===== config.mk =====
export PLATFORM = sky130hd
export DESIGN_NAME = cp_instr_packer
export DESIGN_NICKNAME = d
export VERILOG_FILES = /design/src/rtl/cp_instr_packer.sv
export SDC_FILE = /design/constraint.sdc
export NUM_CORES = 1
export LEC_CHECK = 0
export ABC_AREA = 1
export BUFFER_PORTS_ARGS = -buffer_cell sky130_fd_sc_hd__buf_2
export CORE_ASPECT_RATIO = 1.5
export CORE_MARGIN = 2
export CORE_UTILIZATION = 34
export CTS_CLUSTER_DIAMETER = 60
export DETAILED_ROUTE_END_ITERATION = 8
export GPL_TIMING_DRIVEN = 1
export SYNTH_ARGS = -nofsm -noshare
export SYNTH_HDL_FRONTEND = slang
export SYNTH_SLANG_ARGS = --single-unit

===== constraint.sdc =====
create_clock -name clk_i -period 3.75 [get_ports clk_i]
set_clock_uncertainty 0.1 [all_clocks]
set_input_delay 0.1875 -clock clk_i [delete_from_list [all_inputs] [get_ports clk_i]]
set_output_delay 0.1875 -clock clk_i [all_outputs]
set_load 0.1 [all_outputs]

===== src/rtl/cp_instr_packer.sv =====
// Packs decoded RV32I fields into 32-bit instruction words, buffers them in a small FIFO and
// streams them out with a running word address for instruction-memory preload.
module cp_instr_packer #(
  parameter int unsigned DEPTH  = 4,
  parameter int unsigned ADDR_W = 32,
  parameter logic [ADDR_W-1:0] BASE_ADDR = '0
) (
  input  logic                       clk_i,
  input  logic                       rst_n_i,
  input  logic                       restart_i,
  input  logic                       field_valid_i,
  output logic                       field_ready_o,
  input  logic [2:0]                 fmt_i,
  input  logic [6:0]                 opcode_i,
  input  logic [4:0]                 rd_addr_i,
  input  logic [4:0]                 rs1_addr_i,
  input  logic [4:0]                 rs2_addr_i,
  input  logic [2:0]                 func3_i,
  input  logic [6:0]                 func7_i,
  input  logic [31:0]                imm_i,
  output logic                       instr_valid_o,
  input  logic                       instr_ready_i,
  output logic [31:0]                instr_data_o,
  output logic [ADDR_W-1:0]          instr_addr_o,
  output logic                       err_o,
  output logic [$clog2(DEPTH):0]     count_o
);

  localparam int unsigned PtrW = $clog2(DEPTH);
  localparam int unsigned CntW = PtrW + 1;

  typedef enum logic [2:0] {
    FmtR = 3'd0,
    FmtI = 3'd1,
    FmtS = 3'd2,
    FmtB = 3'd3,
    FmtU = 3'd4,
    FmtJ = 3'd5
  } fmt_e;

  logic [31:0]       r_mem [DEPTH];
  logic [PtrW-1:0]   r_wptr, r_rptr;
  logic [CntW-1:0]   r_count;
  logic [ADDR_W-1:0] r_addr;
  logic [31:0]       r_data;
  logic              r_err;

  logic [31:0]       w_packed;
  logic              w_legal;
  logic              w_full;
  logic              w_accept;
  logic              w_push;
  logic              w_pop;
  logic [CntW-1:0]   w_cnt_after_pop;
  logic [PtrW-1:0]   w_rptr_next;
  logic [31:0]       w_data_next;

  always_comb begin
    w_packed = '0;
    w_legal  = 1'b1;
    unique case (fmt_i)
      FmtR: w_packed = {func7_i, rs2_addr_i, rs1_addr_i, func3_i, rd_addr_i, opcode_i};
      FmtI: w_packed = {imm_i[11:0], rs1_addr_i, func3_i, rd_addr_i, opcode_i};
      FmtS: w_packed = {imm_i[11:5], rs2_addr_i, rs1_addr_i, func3_i, imm_i[4:0], opcode_i};
      FmtB: w_packed = {imm_i[12], imm_i[10:5], rs2_addr_i, rs1_addr_i, func3_i,
                        imm_i[4:1], imm_i[11], opcode_i};
      FmtU: w_packed = {imm_i[31:12], rd_addr_i, opcode_i};
      FmtJ: w_packed = {imm_i[20], imm_i[10:1], imm_i[11], imm_i[19:12], rd_addr_i, opcode_i};
      default: w_legal = 1'b0;
    endcase
  end

  // Ready depends only on registered occupancy, never on the consumer side.
  assign w_full   = (r_count == CntW'(DEPTH));
  assign w_accept = field_valid_i & ~w_full & ~restart_i;
  assign w_push   = w_accept & w_legal;
  assign w_pop    = (r_count != '0) & instr_ready_i & ~restart_i;

  assign w_cnt_after_pop = r_count - CntW'(w_pop);
  assign w_rptr_next     = r_rptr + PtrW'(w_pop);

  // Head register: holds the last word when the FIFO drains.
  always_comb begin
    w_data_next = r_data;
    if (!restart_i) begin
      if (w_cnt_after_pop != '0) begin
        w_data_next = r_mem[w_rptr_next];
      end else if (w_push) begin
        w_data_next = w_packed;
      end
    end
  end

  always_ff @(posedge clk_i) begin
    if (w_push) begin
      r_mem[r_wptr] <= w_packed;
    end
  end

  always_ff @(posedge clk_i or negedge rst_n_i) begin
    if (!rst_n_i) begin
      r_wptr  <= '0;
      r_rptr  <= '0;
      r_count <= '0;
      r_addr  <= BASE_ADDR;
      r_data  <= '0;
      r_err   <= 1'b0;
    end else if (restart_i) begin
      r_wptr  <= '0;
      r_rptr  <= '0;
      r_count <= '0;
      r_addr  <= BASE_ADDR;
      r_err   <= 1'b0;
    end else begin
      r_wptr  <= r_wptr + PtrW'(w_push);
      r_rptr  <= w_rptr_next;
      r_count <= w_cnt_after_pop + CntW'(w_push);
      r_data  <= w_data_next;
      r_err   <= w_accept & ~w_legal;
      if (w_pop) begin
        r_addr <= r_addr + ADDR_W'(4);
      end
    end
  end

  assign field_ready_o = ~w_full;
  assign instr_valid_o = (r_count != '0);
  assign instr_data_o  = r_data;
  assign instr_addr_o  = r_addr;
  assign err_o         = r_err;
  assign count_o       = r_count;

endmodule


==> results.sh <==
export IMPL_status="finished clean"
export IMPL_power_per_cell_area_nw_per_um2=690.6
export IMPL_die_w_um=139.7
export IMPL_syn_cell_area_um2=9393
export IMPL_layoutNonFillerInstCount=1572
export IMPL_antennaDiodeCount=0
export IMPL_drive_gt1_share_pct=16.75
export IMPL_grt_start_max_net_pins=71
export IMPL_start_kind="register"
export IMPL_port_buffers=139
export IMPL_routed_wire_length_per_instance_um=15.87
export IMPL_setup_repair_after_global_routing_missed_its_margin="no"
export IMPL_netlist_instances=1087
export IMPL_clk_pwr_share_pct=25.4
export IMPL_yosysTopAreaCellShare_pct=40.92
export IMPL_cts_inserted_buffers=17
export IMPL_timing_final_crit_period_ns=2.926
export IMPL_die_area_um2=29000
export IMPL_worstPathMaxFanout=39
export IMPL_switching_share_pct=44.72
export IMPL_groute_usage_overall_pct=17.33
export IMPL_fin_crit_sh_pct=78.02
export IMPL_design_final_nets=1296
export IMPL_report_final_setup_viol=0
export IMPL_maxCapViolCount=0
export IMPL_antenna_violations_before_repair=0
export IMPL_p_int_uw=4236
export IMPL_clock_latency_ns=0.44
export IMPL_final_max_slew_viol_count=0
export IMPL_power_net_switching_uw=3426
export IMPL_setup_worst_path_class="reg -> reg"
export IMPL_core_area_um2=27220
export IMPL_post_cts_setup_buffer_count=0
export IMPL_place_detailed_instances=1537
export IMPL_register_area_share_after_synthesis_pct=59.57
export IMPL_synthTopCellsByArea="edfxtp_1 41%, nand2_1 19%, dfrtp_1 19%, nor2_1 4.0%, inv_1 3.0%"
export IMPL_ir_worst_vdd_mv=0.5885
export IMPL_slew_headroom_pct=30.65
export IMPL_grt_ovfl_total=0
export IMPL_worst_path_clk_slew_ns=0.07
export IMPL_number_of_clock_sinks=198
export IMPL_detail_route_iter0_violations=441
export IMPL_ctsRootBufferMaster="clkbuf_16"
export IMPL_ctsResizeCount=0
export IMPL_number_of_failing_hold_endpoints_at_the_final_stage=0
export IMPL_achievable_frequency_ghz=0.3418
export IMPL_tritoncts="yes"
export IMPL_io_pins=142
export IMPL_ctsLongestPathBuffers=2
export IMPL_ctsHtreeMaxLevel=4
export IMPL_critical_path_n_buffers_inverters=2
export IMPL_timing_critical_path_required_ns=4.02
export IMPL_tightestPinTransition_ns=1.040
export IMPL_layout_core_utilization_pct=40.76
export IMPL_place_detailed_hpwl_mm=16.22
export IMPL_via_count=7583
export IMPL_detail_route_antenna_nets=0
export IMPL_cts_hold_buf=3
export IMPL_ys_warnings_count=0
export IMPL_place_gp_congestion=0.8883
export IMPL_detailedRoute_firstPassIterationCount=5
export IMPL_cp_slowest_cell="buf_4"
export IMPL_comb_power_share_pct=39.5
export IMPL_rows=74
export IMPL_ys_types=30
export IMPL_synth_ff_latch_count=198
export IMPL_leakage_uw=0.005058
export IMPL_min_path_type="in -> reg"
export IMPL_detailed_route_drc_error_count=0
export IMPL_cpPeakStageDelay_ns=0.49
export IMPL_cpMostUsedCell="nand2_1"
export IMPL_post_synth_top_area_cell="edfxtp_1"
export IMPL_area_growth_syn_to_layout_pct=18.12
export IMPL_cp_cell_sequence="nor2_1 > nand2_1 > nand2_2 > nor2_1 > ha_2 > inv_2 > buf_4 > nand2_1 > nand2_1 > nand2_1 > nand3_1 > o211ai_1 > nand2_1"
export IMPL_drt_vias_per_instance=4.824
export IMPL_grt_pass1_wl_mm=39.19
export IMPL_initial_utilization_pct=34.51
export IMPL_postSynthAreaPerCell_um2=8.641
export IMPL_p_seq_share_pct=35.1
export IMPL_critical_path_endpoint_type="register"
export IMPL_first_global_vias=7291
export IMPL_path_delay_family="simple AND/OR/NAND/NOR gates"
export IMPL_die_h_um=207.6
export IMPL_worst_endpoint_arrival_ns=3.20
export IMPL_route_final_wire_length_mm=24.96
synth_stat cells:
cell	number
o211ai_1	19
conb_1	1
nand2_2	3
nor2_2	4
a21oi_1	19
xnor2_1	3
o211a_1	1
nand3_1	55
o21ai_0	14
buf_6	1
o21bai_1	1
o21a_1	2
xor2_2	1
nand2_1	485
nor3_1	11
buf_2	29
nand4_1	11
nand4_2	1
inv_2	5
buf_4	4
ha_1	7
or2_2	5
inv_1	75
nor2_1	101
a31oi_1	1
dfrtp_1	70
o21ai_1	21
clkbuf_1	8
a22o_1	1
edfxtp_1	128
metal layers:
layer	global-route usage [%]	vias to the layer above	share of wire, %
met3	2.653	40	3.7
met1	20.49	3591	42
met5	0	-	0
met2	31.79	189	52
li1	-	3763	-
met4	5.862	0	2.2
sequential cells by signal, summed over array words and instances (netlist names):
signal and cells:
r_mem 128, instr_data_o 32, instr_addr_o 30, count_o 3
r_rptr 2, r_wptr 2, err_o 1
metrics by stage:
step                      TNS (ns)  hold WS, ns  instance area (um2)  worst slack (ns)  power (uW)
after floorplan             -30.82      -0.2081                 9417           -0.2408        5141
after global placement           0       0.3374                10440            0.8619        5760
after detailed placement         0       0.3424                10440            0.7653        5791
after CTS                        0      0.02459                11090            0.7525        7740
after global routing             0      0.04951                11090            0.5022        8040
final                            0      0.03876                11090            0.8241        7662
cells by family after synthesis:
kind of cell,after synthesis,synth area share (%)
other,1,0.03992
AOI/OAI and AO/OA,79,4.902
xor gates and xnor gates,4,0.4530
buffers and inverters,122,5.502
and+or+nand+nor,676,28.60
DFF,198,59.57
adders and majority gates,7,0.9324
worst reg2reg max path, cell delays in order (launching register included):
cell and delay (ns):
dfrtp_1 0.39, nor2_1 0.07, nand2_1 0.09, nand2_2 0.15
nor2_1 0.30, ha_2 0.36, inv_2 0.37, buf_4 0.50
nand2_1 0.12, nand2_1 0.08, nand2_1 0.05, nand3_1 0.10
o211ai_1 0.10, nand2_1 0.08
cells in the final DEF, fill, tap and decap left out, types with 3 or more instances in the layout:
cell type,n
a21oi_1,19
buf_2,138
buf_4,11
bufinv_16,4
clkbuf_16,17
clkinv_4,4
dfrtp_1,70
dlygate4sd3_1,3
edfxtp_1,128
ha_1,6
inv_1,74
inv_2,6
inv_6,3
nand2_1,485
nand2_2,3
nand3_1,55
nand4_1,11
nor2_1,101
nor2_2,4
nor3_1,7
nor3_4,4
o211ai_1,19
o21ai_0,14
o21ai_1,21
or2_2,5
cell type report:
type / instances / area, um2
Sequential cell: 198 / 5595
Inverter: 80 / 300.3
Multi-Input combinational cell: 768 / 3339
Tap cell: 342 / 427.9
Clock buffer: 17 / 425.4
Timing Repair Buffer: 152 / 803.3
Fill cell: 2750 / 16130
Clock inverter: 15 / 202.7
path summary, 6_finish.rpt:
kind | from | end | slack [ns] | cells after the start
max in group asynchronous | rst_n_i | instr_data_o[0]$_DFFE_PN0P_ | 2.50 | 2
worst max-delay path | count_o[0]$_DFF_PN0_ | instr_data_o[8]$_DFFE_PN0P_ | 0.82 | 13
worst max register to register | count_o[0]$_DFF_PN0_ | instr_data_o[8]$_DFFE_PN0P_ | 0.82 | 13
worst min register to register | instr_data_o[31]$_DFFE_PN0P_ | instr_data_o[31]$_DFFE_PN0P_ | 0.38 | 2
min in group asynchronous | rst_n_i | instr_data_o[27]$_DFFE_PN0P_ | 0.38 | 2
worst min-delay path | imm_i[11] | instr_data_o[31]$_DFFE_PN0P_ | 0.04 | 5
power by group through the flow:
stage / Clock (uW) / Sequential (uW) / Combinational [uW]
final: 1950 / 2690 / 3020
after global routing: 2080 / 2720 / 3250
after CTS: 1980 / 2690 / 3060
after detailed placement: 0 / 2730 / 3060
after global placement: 0 / 2740 / 3020
after floorplan: 0 / 3980 / 1160
Note: power is estimated with default switching activity, not from simulation.
